`config.mk`:
```
export PLATFORM = sky130hd
export DESIGN_NAME = sound_arbiter_flat
export DESIGN_NICKNAME = d
export VERILOG_FILES = /design/src/rtl/sound_arbiter_if.sv /design/src/rtl/sound_arbiter.sv /design/src/flat_wrapper.sv
export SDC_FILE = /design/constraint.sdc
export NUM_CORES = 1
export LEC_CHECK = 0
export ABC_AREA = 1
export CORE_MARGIN = 2
export CORE_UTILIZATION = 25
export DETAILED_ROUTE_END_ITERATION = 7
export PLACE_DENSITY = 0.45
export SETUP_SLACK_MARGIN = 0.15
export SYNTH_ARGS = -nofsm -noshare
export SYNTH_HDL_FRONTEND = slang
export SYNTH_SLANG_ARGS = --single-unit
export TNS_END_PERCENT = 10
```
`constraint.sdc`:
```
create_clock -name clk -period 2.2 [get_ports clk]
set_input_delay 0.66 -clock clk [delete_from_list [all_inputs] [get_ports clk]]
set_output_delay 0.66 -clock clk [all_outputs]
set_load 0.005 [all_outputs]
```
`src/rtl/sound_arbiter_if.sv`:
```
// Signal bundle between game-logic event sources and the sound arbiter.
// req is a set of single-cycle event pulses sampled on every rising edge; there is no
// backpressure. All arbiter outputs are registered and valid in every cycle after reset.
interface sound_arbiter_if;
    logic [3:0] req;
    logic       mute;
    logic       soundEnable;
    logic [3:0] Tone;
    logic       busy;
    logic [1:0] active_src;
    logic [1:0] state_dbg;
    logic [3:0] pending_dbg;

    modport master (
        output req, mute,
        input  soundEnable, Tone, busy, active_src, state_dbg, pending_dbg
    );

    modport slave (
        input  req, mute,
        output soundEnable, Tone, busy, active_src, state_dbg, pending_dbg
    );
endinterface

```
`src/rtl/sound_arbiter.sv`:
```
// Fixed-priority, preemptive arbiter that shares one tone generator among four sound events
// and plays each source's short note pattern on registered soundEnable/Tone outputs.
module sound_arbiter #(
    parameter int unsigned NOTE_CYCLES = 5000000,
    parameter int unsigned GAP_CYCLES  = 500000
) (
    input logic           clk,
    input logic           resetN,
    sound_arbiter_if.slave bus
);
    typedef enum logic [1:0] {ST_IDLE = 2'd0, ST_PLAY = 2'd1, ST_GAP = 2'd2} state_t;

    localparam logic [31:0] NOTE_LAST = 32'(NOTE_CYCLES - 1);
    localparam logic [31:0] GAP_LAST  = 32'(GAP_CYCLES - 1);

    state_t      state_q, state_d;
    logic [3:0]  pending_q, pending_d;
    logic [1:0]  note_q, note_d;
    logic [31:0] cnt_q, cnt_d;
    logic [1:0]  src_q, src_d;
    logic        se_q, se_d;
    logic [3:0]  tone_q, tone_d;
    logic        busy_q, busy_d;
    logic [1:0]  req_hi;
    logic [1:0]  grant;
    logic        restart;

    function automatic logic [1:0] hi_bit(input logic [3:0] v);
        if (v[3])      return 2'd3;
        else if (v[2]) return 2'd2;
        else if (v[1]) return 2'd1;
        else           return 2'd0;
    endfunction

    function automatic logic [1:0] last_note(input logic [1:0] s);
        case (s)
            2'd0:    return 2'd0;
            2'd1:    return 2'd1;
            2'd2:    return 2'd1;
            default: return 2'd3;
        endcase
    endfunction

    function automatic logic [3:0] pat_tone(input logic [1:0] s, input logic [1:0] n);
        case ({s, n})
            4'b00_00: return 4'd9;
            4'b01_00: return 4'd6;
            4'b01_01: return 4'd4;
            4'b10_00: return 4'd3;
            4'b10_01: return 4'd1;
            4'b11_00: return 4'd7;
            4'b11_01: return 4'd5;
            4'b11_10: return 4'd3;
            default:  return 4'd0;
        endcase
    endfunction

    always_comb begin
        state_d   = state_q;
        pending_d = pending_q | bus.req;
        note_d    = note_q;
        cnt_d     = cnt_q;
        src_d     = src_q;
        req_hi    = hi_bit(bus.req);
        grant     = 2'd0;
        // A request at or above the active source's priority restarts playback; equal means retrigger.
        restart   = (bus.req != 4'd0) && (req_hi >= src_q);

        case (state_q)
            ST_IDLE: begin
                if ((pending_q | bus.req) != 4'd0) begin
                    grant            = hi_bit(pending_q | bus.req);
                    state_d          = ST_PLAY;
                    note_d           = 2'd0;
                    cnt_d            = 32'd0;
                    src_d            = grant;
                    pending_d[grant] = 1'b0;
                end
            end
            ST_PLAY, ST_GAP: begin
                pending_d[src_q] = 1'b0;
                if (restart) begin
                    state_d           = ST_PLAY;
                    note_d            = 2'd0;
                    cnt_d             = 32'd0;
                    src_d             = req_hi;
                    pending_d[req_hi] = 1'b0;
                end else if (state_q == ST_PLAY) begin
                    if (cnt_q == NOTE_LAST) begin
                        cnt_d = 32'd0;
                        if (note_q != last_note(src_q)) begin
                            state_d = ST_GAP;
                            note_d  = note_q + 2'd1;
                        end else if (pending_d != 4'd0) begin
                            // Hand straight to the next waiting source without an idle cycle.
                            grant            = hi_bit(pending_d);
                            state_d          = ST_PLAY;
                            note_d           = 2'd0;
                            src_d            = grant;
                            pending_d[grant] = 1'b0;
                        end else begin
                            state_d = ST_IDLE;
                            note_d  = 2'd0;
                            src_d   = 2'd0;
                        end
                    end else begin
                        cnt_d = cnt_q + 32'd1;
                    end
                end else begin
                    if (cnt_q == GAP_LAST) begin
                        state_d = ST_PLAY;
                        cnt_d   = 32'd0;
                    end else begin
                        cnt_d = cnt_q + 32'd1;
                    end
                end
            end
            default: begin
                state_d = ST_IDLE;
                note_d  = 2'd0;
                cnt_d   = 32'd0;
                src_d   = 2'd0;
            end
        endcase

        busy_d = (state_d != ST_IDLE);
        se_d   = (state_d == ST_PLAY) && !bus.mute;
        tone_d = (state_d == ST_PLAY) ? pat_tone(src_d, note_d) : 4'd0;
    end

    always_ff @(posedge clk or negedge resetN) begin
        if (!resetN) begin
            state_q   <= ST_IDLE;
            pending_q <= 4'd0;
            note_q    <= 2'd0;
            cnt_q     <= 32'd0;
            src_q     <= 2'd0;
            se_q      <= 1'b0;
            tone_q    <= 4'd0;
            busy_q    <= 1'b0;
        end else begin
            state_q   <= state_d;
            pending_q <= pending_d;
            note_q    <= note_d;
            cnt_q     <= cnt_d;
            src_q     <= src_d;
            se_q      <= se_d;
            tone_q    <= tone_d;
            busy_q    <= busy_d;
        end
    end

    assign bus.soundEnable = se_q;
    assign bus.Tone        = tone_q;
    assign bus.busy        = busy_q;
    assign bus.active_src  = src_q;
    assign bus.state_dbg   = state_q;
    assign bus.pending_dbg = pending_q;
endmodule

```
`src/flat_wrapper.sv`:
```
// flat-port wrapper written by rule: the top's interface ports become plain ports
module sound_arbiter_flat 
#(
    parameter int unsigned NOTE_CYCLES = 5000000,
    parameter int unsigned GAP_CYCLES  = 500000
)
  (clk, resetN, bus_req, bus_mute, bus_soundEnable, bus_Tone, bus_busy, bus_active_src, bus_state_dbg, bus_pending_dbg);
  sound_arbiter_if bus_i ();
  input logic clk;
  input logic resetN;
  input wire logic [$bits(bus_i.req)-1:0] bus_req;
  input wire logic [$bits(bus_i.mute)-1:0] bus_mute;
  output wire logic [$bits(bus_i.soundEnable)-1:0] bus_soundEnable;
  output wire logic [$bits(bus_i.Tone)-1:0] bus_Tone;
  output wire logic [$bits(bus_i.busy)-1:0] bus_busy;
  output wire logic [$bits(bus_i.active_src)-1:0] bus_active_src;
  output wire logic [$bits(bus_i.state_dbg)-1:0] bus_state_dbg;
  output wire logic [$bits(bus_i.pending_dbg)-1:0] bus_pending_dbg;
  assign bus_i.req = bus_req;
  assign bus_i.mute = bus_mute;
  assign bus_soundEnable = bus_i.soundEnable;
  assign bus_Tone = bus_i.Tone;
  assign bus_busy = bus_i.busy;
  assign bus_active_src = bus_i.active_src;
  assign bus_state_dbg = bus_i.state_dbg;
  assign bus_pending_dbg = bus_i.pending_dbg;
  sound_arbiter #(.NOTE_CYCLES(NOTE_CYCLES), .GAP_CYCLES(GAP_CYCLES)) u_core (.clk(clk), .resetN(resetN), .bus(bus_i));
endmodule
```
=== Word-level counts from Yosys, hierarchy flattened ===
Memory sizes are Yosys's and may differ from the RTL's.
Index checks and enable logic that the tools add are counted.

* Bits in registers: 48
* Bits in read-only memories: 64
* Output and inout bits: 14
* Memories: 1

* $add $sub $neg: 2
* Magnitude comparators: 9
* Equality and inequality tests: 9
* Muxes and demuxes: 65
* Bitwise operators: 9
* Reductions and logical operators: 15

{| class="wikitable"
|+ Memory list
! memory !! depth !! width !! rd ports !! clocked after memory_dff !! wr ports !! line !! source
|-
| (no name shown) || 16 || 4 || 1 || 0 || 0 || sound_arbiter.sv:45 || <nowiki>case ({s, n})</nowiki>
|}

{| class="wikitable"
|+ Operators by type and width
! operator !! count
|-
| 32-bit two-way mux || 5
|-
| 2-bit two-way mux || 35
|-
| 32-bit case mux with 2 select lines || 1
|-
| 32-bit by 1-bit adder with 32-bit output, second input constant || 1
|-
| 32-bit by 19-bit == test with 1-bit output, second input constant || 1
|-
| 32-bit by 23-bit == test with 1-bit output, second input constant || 1
|-
| 4-bit two-way mux || 7
|-
| 4-bit bitwise AND || 4
|-
| 4-bit inverter || 4
|-
| 2-bit case mux with 2 select lines || 4
|-
| 2-bit by 3-bit < comparator with 1-bit output, second input constant || 4
|-
| 4-bit nonzero test || 3
|-
| 1-bit demux with 2-bit select || 4
|-
| 2-bit by 1-bit greater-or-equal comparator with 1-bit output, second input constant || 4
|-
| 1-bit two-way mux || 8
|-
| 4-bit case mux with 2 select lines || 1
|-
| 2-bit by 1-bit == test with 1-bit output, second input constant || 3
|-
| 1-bit logical AND || 6
|-
| 2-bit == test, second input constant || 2
|-
| 2-bit logical NOT || 2
|-
| 4-bit bitwise OR || 1
|-
| 2-bit OR reduction || 2
|-
| 2-bit by 1-bit adder with 2-bit output, second input constant || 1
|-
| 2-bit greater-or-equal comparator || 1
|-
| other kinds (4) || 4
|}

=== Depth between registers and ports, before layout ===
Gate-level depths: netlist of the first run.

* Depth in word-level cells: 27
* Depth in mapped cells: 17
* Gate-level depth less buffers: 17

=== Worst setup path before layout of the first run ===
OpenSTA, ideal clock, no wires.

* Path kind: input to register
* From: in bus_req[2]
* To: reg u_core.cnt_q[26]
* Library setup time: 0.086 ns
* Data arrival time: 2.250 ns
* Slack: -0.136 ns
* Stages: 13
* Path buffers: 1
* Cell sequence: inv_2 a21oi_1 ha_1 o21ai_0 nand2_1 nand2_4 nand2_1 nor2_1 nand2_1 nand2_2 inv_2 buf_2 nor3_1

* Longest elaborated chain between the ends: 6
* Elaborated cells between the ends (all ways): 10

{| class="wikitable"
|+ RTL lines
! element !! line !! source
|-
| from (decl) || flat_wrapper.sv:11 || <nowiki>input wire logic [$bits(bus_i.req)-1:0] bus_req;</nowiki>
|-
| 2-bit two-way mux || sound_arbiter.sv:30 || <nowiki>else if (v[2]) return 2'd2;</nowiki>
|-
| 2-bit two-way mux || sound_arbiter.sv:29 || <nowiki>if (v[3]) return 2'd3;</nowiki>
|-
| 2-bit greater-or-equal comparator || sound_arbiter.sv:67 || <nowiki>restart = (bus.req != 4'd0) && (req_hi >= src_q);</nowiki>
|-
| 1-bit logical AND || sound_arbiter.sv:67 ||
|-
| 32-bit two-way mux || sound_arbiter.sv:82 || <nowiki>if (restart) begin</nowiki>
|-
| 32-bit case mux with 2 select lines || sound_arbiter.sv:69 || <nowiki>case (state_q)</nowiki>
|-
| to (signal assigned) || sound_arbiter.sv:145 || <nowiki>cnt_q <= cnt_d;</nowiki>
|-
| to (decl) || sound_arbiter.sv:19 || <nowiki>logic [31:0] cnt_q, cnt_d;</nowiki>
|}

Parallel ways exist; a longest one is shown, timed or not.
A chain may end at the register's enable or synchronous reset.

=== Final worst setup path of the first run ===
* From: in bus_req[2]
* To: reg u_core.tone_q[0] (netlist: u_core.bus.Tone[0])

* Longest elaborated chain between the ends: 18
* Elaborated cells between the ends (all ways): 41

{| class="wikitable"
|+ RTL lines
! element !! line !! source
|-
| 4-bit bitwise OR || sound_arbiter.sv:60, sound_arbiter.sv:71, sound_arbiter.sv:72 ||
|-
| 4-bit bitwise AND (no line) || - ||
|-
| 2-bit two-way mux || sound_arbiter.sv:30 ||
|-
| 2-bit two-way mux || sound_arbiter.sv:29 ||
|-
| 2-bit two-way mux || sound_arbiter.sv:94 || <nowiki>end else if (pending_d != 4'd0) begin</nowiki>
|-
| 2-bit two-way mux || sound_arbiter.sv:91 || <nowiki>if (note_q != last_note(src_q)) begin</nowiki>
|-
| 2-bit two-way mux || sound_arbiter.sv:89 || <nowiki>if (cnt_q == NOTE_LAST) begin</nowiki>
|-
| 2-bit two-way mux || sound_arbiter.sv:88 || <nowiki>end else if (state_q == ST_PLAY) begin</nowiki>
|-
| [3 not listed] || - ||
|-
| 2-bit two-way mux || sound_arbiter.sv:91 ||
|-
| 2-bit two-way mux || sound_arbiter.sv:89 ||
|-
| 2-bit two-way mux || sound_arbiter.sv:88 ||
|-
| 2-bit two-way mux || sound_arbiter.sv:82 ||
|-
| 2-bit case mux with 2 select lines || sound_arbiter.sv:69 ||
|-
| memory 16 x 4 bit || - ||
|-
| 4-bit two-way mux (*) || sound_arbiter.sv:128 || <nowiki>tone_d = (state_d == ST_PLAY) ? pat_tone(src_d, note_d) : 4'd0;</nowiki>
|-
| via u_core.tone_d[0] || sound_arbiter.sv:22 || <nowiki>logic [3:0] tone_q, tone_d;</nowiki>
|-
| to (signal assigned) || sound_arbiter.sv:148 || <nowiki>tone_q <= tone_d;</nowiki>
|-
| to (decl) || sound_arbiter.sv:22 ||
|}

Mark *: on every way through the listed nets, which the timed path passes. The rest lies on a longest branch. The select of a mux whose other input is x is not followed.

==> results.md, run 1 <==
* Num rows at 42
* Endpoints failing setup at 0
* Startpoint types: input port
* Reg-to-reg startpoint: u_core.bus.active_src[0]
* Initial core utilization at around 26%
* Dpl hpwl at 7990 um
* Ys async rst share at between 90% and 100%
* Via Count at ~3400
* Reg2reg path depth at 12
* RSZ-0062 raised after global routing: yes
* Period Utilization, post-route at 97.5%
* Top FF cell, synth: dfrtp_1
* Post-Synth Adder-Cell Area at 2.21%
* Post-synth top area share at 35.4%
* Root Buffer: clkbuf_16
* Peak supply drop at 0.472 mV
* Sequential area share after synthesis at a little over a third
* Hold_ws at 0.350 ns
* Synth Area in Simple Gates at 40.0%
* First-pass GRT wire length at 17000 um
* Multiplexer share of the synthesized area at 0%
* P&R area growth vs syn at 41.0%
* Fin. max-slew vios at 0
* Number of port buffers at 20
* DRT antenna net count at 0
* Gp weighted congestion at 0.846
* Vias in the first global route at 3438
* EDFF count, synth at 0
* Routed WL at 10200 um
* CP arrival at 2.33 ns
* Iteration-0 DRC Markers at 208
* Worst slack, placed at -0.802 ns
* YS warnings at 0
* GRT Overall Usage at 14.7%
* Detailed Routing Iterations Pass 1 at 4
* Layout Nets at 593
* H-tree Lvls at 2
* Pwr/cell area at 910 nW/um^2
* Post-Synth XOR/XNOR Area at 1.81%
* Die Wd at about 120 um
* CTS tree: done
* Final min period at 2.14 ns
* Max_slew headroom at 62.2%
* Final core occ at 36.1%
* Antenna cells at 0
* Hold WC Path Type: in2async
* Total congestion overflow at 0
* Worst slew pin tran at 0.566 ns
* Worst-path clk slew at 0.07 ns
* Worst setup path startpoint: bus_req[2]
* Initial antenna violation count at 0
* Total die area at ~15000 um^2
* Synth Area in Compound Gates at 10.4%
* Cell variety after synth at 42
* F_max at around 470 MHz
* Die Y at 121 um
* Maxcap violations at 0
* Pleak at 2.15 nW
* Core area at 13200 um^2
* Top cells by area, synth: dfrtp_1 35%, nand2_1 11%, inv_1 8.4%
* DP Cell Count at ~740
* # fillers at 1403
* Worst-path fanout max at 4
* Layout Skew at around 0.0057 ns
* Non-filler cells in the finished layout at 755
* Fin worst setup slack at around 0.056 ns
* DRC viols at 0
* Largest net degree at the start of global routing at 27
* # clock sinks at between 40 and 50
* Worst Path Class, Setup: in2reg
* CP required at 2.38 ns
* Clock Latency Late Sink at a little under 0.3 ns
* Routed vias/inst at 4.54
* Syn Area/Cell at between 6 and 7 um^2
* Count of endpoints failing hold in the final timing report at 0
* CTS Buffer Depth at 2
* Setup crit end kind: register
* DR WL/cell at 13.4 um
* Total CTS buffers at 5
* Ratio of cells with drive above 1 in the final layout at a little under a third
* Status: finished clean
* FF+latch count, synth at 48
* Netlist Area Pre-Place at 3390 um^2
* Reg area at about 1200 um^2
* Io pins at 21
* Largest family of logic cells by synthesized area: simple AND/OR/NAND/NOR gates
* Leading area contributor after synthesis: dfrtp_1
* Synthesized Nets at 501
* Multi-input gate area at 2110 um^2
* Mapped Cells at roughly 500
* Total chip power at 4.35 mW
[flip-flops by register name, summed over array words and instances (netlist names)]
signal and cells:
u_core.bus.Tone 4, u_core.bus.active_src 2, u_core.note_q 2, u_core.bus.pending_dbg 4, u_core.bus.state_dbg 2, u_core.bus.soundEnable 1
u_core.bus.busy 1, u_core.cnt_q 32
[cell usage in the layout, fill, tap and decap left out, types with 3 or more instances in the layout]
| master | synthesis | final |
|---|---|---|
| o21ai_1 | 3 | 6 |
| o21ai_0 | 15 | 7 |
| dfrtp_1 | 48 | 47 |
| nor2_4 | 6 | 9 |
| ha_1 | 6 | 5 |
| clkdlybuf4s50_1 | 0 | 15 |
| nand2_4 | 2 | 10 |
| clkbuf_16 | 0 | 5 |
| nor2_1 | 66 | 61 |
| a21oi_2 | 0 | 5 |
| nand4_1 | 15 | 15 |
| nor2_2 | 7 | 9 |
| inv_1 | 76 | 73 |
| nand2_2 | 16 | 20 |
| buf_2 | 2 | 3 |
| nand2_1 | 101 | 88 |
| nand3_1 | 25 | 23 |
| buf_4 | 0 | 59 |
| o211ai_1 | 5 | 5 |
| nand3_2 | 4 | 4 |
| o21ai_2 | 0 | 5 |
| nor3_1 | 18 | 14 |
| xor2_1 | 6 | 6 |
| inv_2 | 10 | 10 |
| a21oi_1 | 25 | 19 |
| nor3_2 | 5 | 8 |
| buf_6 | 0 | 8 |
[routing by layer]
metal	vias to the layer above	track usage (%)	share of wire [%]
met5	-	0	0
met3	15	2.41	3.3
met4	0	5.23	2.3
met2	63	24.2	47
met1	1609	19.5	48
li1	1744	-	-
[cells in the mapped netlist, types with 2 or more instances]
| cell type | number |
|---|---|
| inv_2 | 10 |
| inv_1 | 76 |
| buf_2 | 2 |
| a21oi_1 | 25 |
| nand3b_1 | 2 |
| nand2_2 | 16 |
| and3_1 | 2 |
| a31oi_1 | 3 |
| o21ai_0 | 15 |
| nor3_2 | 5 |
| dfrtp_1 | 48 |
| nand2_1 | 101 |
| nor2_1 | 66 |
| nor2_2 | 7 |
| xor2_1 | 6 |
| ha_1 | 6 |
| o21bai_1 | 2 |
| nor2_4 | 6 |
| nand4_1 | 15 |
| nand2_4 | 2 |
| o211ai_1 | 5 |
| nor4_1 | 2 |
| o21ai_1 | 3 |
| nand3_2 | 4 |
| nand3_1 | 25 |
| nor3_1 | 18 |
[per-stage QoR]
stage / instance area, um^2 / TNS [ns]
floorplan: 3450 / 0
global placement: 4330 / -30.78
detailed placement: 4330 / -32.87
CTS: 4620 / 0
global route: 4790 / -0.274
finish: 4790 / 0
[layout make-up]
class / instances / share of cell area [%]
clock inverters: 1 / 0.627
clock buffers: 5 / 2.61
inverters: 87 / 7.19
well taps: 176 / 4.60
multi-input cells: 349 / 44.0
repair buffers: 89 / 15.8
flip-flops and latches: 48 / 25.1
[report_power, final]
| group | internal [mW] | total [mW] | switching [mW] |
|---|---|---|---|
| Clock | 0.525 | 0.870 | 0.345 |
| Combinational | 1.12 | 2.35 | 1.22 |
| Sequential | 1.03 | 1.14 | 0.112 |
[critical path: stages]
cell	delay, ns
buf_6	0.07
buf_6	0.11
inv_12	0.03
a21oi_4	0.17
ha_4	0.22
o21ai_2	0.11
nand2_2	0.09
nand2_4	0.10
nand2_4	0.07
nor2_4	0.14
buf_6	0.12
nand3_4	0.07
nand2_4	0.07
nand2_4	0.05
nand2_4	0.09
inv_2	0.04
nand3_2	0.05
nand2_1	0.05
[logic make-up after synthesis]
family          Yosys count
flops                    48
fa+ha+maj                 6
simple gates            275
compound gates           61
buf+inv                  91
xor+xnor                  7
[worst paths after layout]
kind,end,slack (ns)
worst min-delay path,u_core.cnt_q[28],0.35
worst max register to register,u_core.bus.Tone[1],0.18
max in group asynchronous,u_core.cnt_q[4],1.31
worst min register to register,u_core.cnt_q[31],0.53
min in group clk,u_core.cnt_q[31],0.53
worst max-delay path,u_core.bus.Tone[0],0.06
[repair_timing]
action | CTS | global route
hold buffers | 0 | 0
setup buffers | 5 | 1
gates resized for setup | 39 | 49
setup endpoints to repair | 49 | 44
pin swaps | 17 | 28
(Power assumes the default switching activity.)
==> run 2, diff against run 1 <==
--- a/config.mk
+++ b/config.mk
@@ -9,8 +9,9 @@
 export CORE_MARGIN = 2
 export CORE_UTILIZATION = 25
 export DETAILED_ROUTE_END_ITERATION = 7
-export PLACE_DENSITY = 0.45
+export PLACE_DENSITY_LB_ADDON = 0.25
 export SETUP_SLACK_MARGIN = 0.15
+export SKIP_CTS_REPAIR_TIMING = 1
 export SYNTH_ARGS = -nofsm -noshare
 export SYNTH_HDL_FRONTEND = slang
 export SYNTH_SLANG_ARGS = --single-unit
==> run 2 against run 1 <==
Against the previous run: the flow now finishes with violations (setup timing); die area stayed put; power is 0.24% higher; combinational power is 3% higher; sequential power hardly changed; count of clock-buffer cells in the layout is 2 higher; first-iteration DRC count is 5.8% higher; sequential share of layout area is 0.059 points lower; global-route usage is 0.44 points lower; register-to-register slack worse by 0.03 ns; hold slack worse by 0.094 ns; critical path type unchanged; highest routed layer unchanged.
==> results.md, run 2 (synthesis results as in run 1) <==
* Status: finished, violations left
* Violated checks: setup timing
* # fillers at 1429 (+1.9%)
* Crit-path slowest cell: ha_4
* Reg with most FFs: u_core.cnt_q
* Routed vias/inst at 4.55 (+0.18%)
* Fin worst setup slack at -0.00224 ns (-0.0579 ns)
* WL met2 at 4850 um (+2.5%)
* Vias in the first global route at 3384 (-1.6%)
* Reg2reg path depth at 13 (+1)
* Most frequent cells in the layout: 87 x nand2_1, 75 x inv_1, 68 x buf_4
* Metal3 WL at 295 um (-13%)
* # clock sinks at 48 (unchanged)
* Reg-to-reg startpoint: u_core.cnt_q[1]
* DRT antenna net count at 0 (unchanged)
* Total CTS buffers at 5 (unchanged)
* Placement Cell Area at 4360 um^2 (+0.75%)
* R2R setup slack at 0.15 ns (-0.03 ns)
* Total die area at 14500 um^2 (unchanged)
* Maxcap violations at 0 (unchanged)
* Pleak at 2.16 nW (+0.46%)
* Io pins at 21 (unchanged)
* Critical path's largest stage delay at 0.22 ns (about the same)
* Core area at 13200 um^2 (unchanged)
* Gp weighted congestion at 0.945 (+12%)
* DR WL/cell at 13.4 um (-0.48%)
* Ratio of cells with drive above 1 in the final layout at 30.5% (about the same)
* Final min period at 2.20 ns (+0.0579 ns)
* Die Y at 121 um (unchanged)
* F_max at 454 MHz (-2.6%)
* CP arrival at 2.39 ns (+0.06 ns)
* DP Cell Count at 749 (+0.81%)
* Worst-path fanout max at 6 (+2)
* Hold WC Path Type: in2async
* Root Buffer: clkbuf_16
* Period Utilization, post-route at 100% (+2.6 points)
* Iteration-0 DRC Markers at 220 (+5.8%)
* Startpoint types: input port
* Worst R2R End: u_core.bus.Tone[0]
* Count of endpoints failing hold in the final timing report at 0 (unchanged)
* Via Count at 3469 (+1.1%)
* Largest register FFs at 32 (unchanged)
* Clock Latency Late Sink at 0.30 ns (about the same)
* Worst Path Class, Setup: in2reg
* Max_slew headroom at 73.7% (+11 points)
* CTS Buffer Depth at 2 (unchanged)
* Antenna cells at 0 (unchanged)
* Layout Nets at 598 (+0.84%)
* Dpl hpwl at 8110 um (+1.4%)
* Layout Skew at 0.00697 ns (+0.00130 ns)
* Fin. max-slew vios at 0 (unchanged)
* Crit-path cells: buf_6, buf_6, inv_12, a21oi_4, ha_4, o21ai_2, nand2_2, nand2_4, nand2_4, nor2_4, buf_6, nand3_4, nand2_2, nand2_2, nand2_4, inv_4, nand3_4, nand2_1
* Design Area, Final at 4800 um^2 (+0.24%)
* Non-filler cells in the finished layout at 762 (+0.93%)
* Endpoints failing setup at 1 (+1)
* Total congestion overflow at 0 (unchanged)
* Largest net degree at the start of global routing at 23 (-15%)
* Initial core utilization at 25.6% (unchanged)
* Pwr/cell area at 910 nW/um^2 (about the same)
* Highest routed layer: met4
* Peak supply drop at 0.586 mV (+24%)
* H-tree Lvls at 2 (unchanged)
* P&R area growth vs syn at 41.3%
* Worst-path clk slew at 0.07 ns (about the same)
* Detailed Routing Iterations Pass 1 at 4 (unchanged)
* CTS tree: done
* Number of port buffers at 20 (unchanged)
* Num rows at 42 (unchanged)
* Setup crit end kind: register
* DRC viols at 0 (unchanged)
* Die Wd at 121 um (unchanged)
* RSZ-0062 raised after global routing: yes
* Final core occ at 36.2% (+0.085 points)
* Initial antenna violation count at 0 (unchanged)
* Most common cell after layout, fill and taps aside: nand2_1
* GRT Overall Usage at 14.3% (-0.44 points)
* Routed WL at 10200 um (+0.44%)
* Total chip power at 4.37 mW (+0.24%)
* Worst setup path startpoint: bus_req[2]
* Worst slew pin tran at 0.392 ns (-0.175 ns)
* Met1 WL at 4920 um (+1.2%)
* CP required at 2.39 ns (about the same)
* First-pass GRT wire length at 16500 um (-2.7%)
==> run 2: changes by cell type in the layout (fill, tap and decap cells not counted), sizes merged <==
cell,previous run,this run
dlymetal6s2s,0,3
clkbuf,5,7
buf,73,76
clkinvlp,0,1
clkdlybuf4s15,1,0
bufinv,1,0
==> run 2: power breakdown <==
part | switching [mW] | leakage [nW] | total [mW] | internal [mW]
clock | 0.364 | 0.0701 | 0.819 | 0.454
combinational | 1.29 | 1.45 | 2.42 | 1.14
sequential | 0.0964 | 0.637 | 1.12 | 1.03
==> run 2: worst max-delay path by stage <==
stage | endpoint | slack [ns] | cells past startpoint
floorplan | u_core.bus.Tone[1] | 0.04 | 15
global placement | u_core.cnt_q[9] | -0.78 | 15
detailed placement | u_core.cnt_q[10] | -0.94 | 14
CTS | u_core.cnt_q[10] | -0.61 | 14
global route | u_core.bus.Tone[0] | -0.1 | 18
finish | u_core.bus.Tone[0] | -0.002 | 18
==> run 2: per-stage QoR <==
step | TNS (ns) | setup slack (ns) | hold slack, ns
6_report | -0.00224 | -0.00224 | 0.256
3_5_place_dp | -34.28 | -0.940 | 0.475
5_1_grt | -0.594 | -0.0969 | 0.271
3_3_place_gp | -30.87 | -0.780 | 0.468
4_1_cts | -19.69 | -0.613 | 0.260
2_1_floorplan | 0 | 0.0386 | 0.364
==> run 2: routing by layer <==
| metal | GRT usage (%) | up-vias |
|---|---|---|
| li1 | - | 1761 |
| met1 | 19.8 | 1635 |
| met2 | 23.3 | 59 |
| met3 | 1.75 | 14 |
| met4 | 4.07 | 0 |
| met5 | 0 | - |
==> run 2: critical path, delay by kind of cell <==
family          cells  cell delay [ns]
simple gates       10             0.83
buf+inv             5             0.39
fa+ha+maj           1             0.22
compound gates      2             0.29
==> run 2: layout make-up <==
cell class                 count  area [um^2]  share of cell area [%]
sequential                    48         1200                    25.1
multi-input combinational    349         2090                    43.6
tap                          176          220                    4.59
clock buffer                   7          143                    2.97
clock inverter                 1         7.51                   0.156
timing repair buffer          94          782                    16.3
inverter                      87          352                    7.33
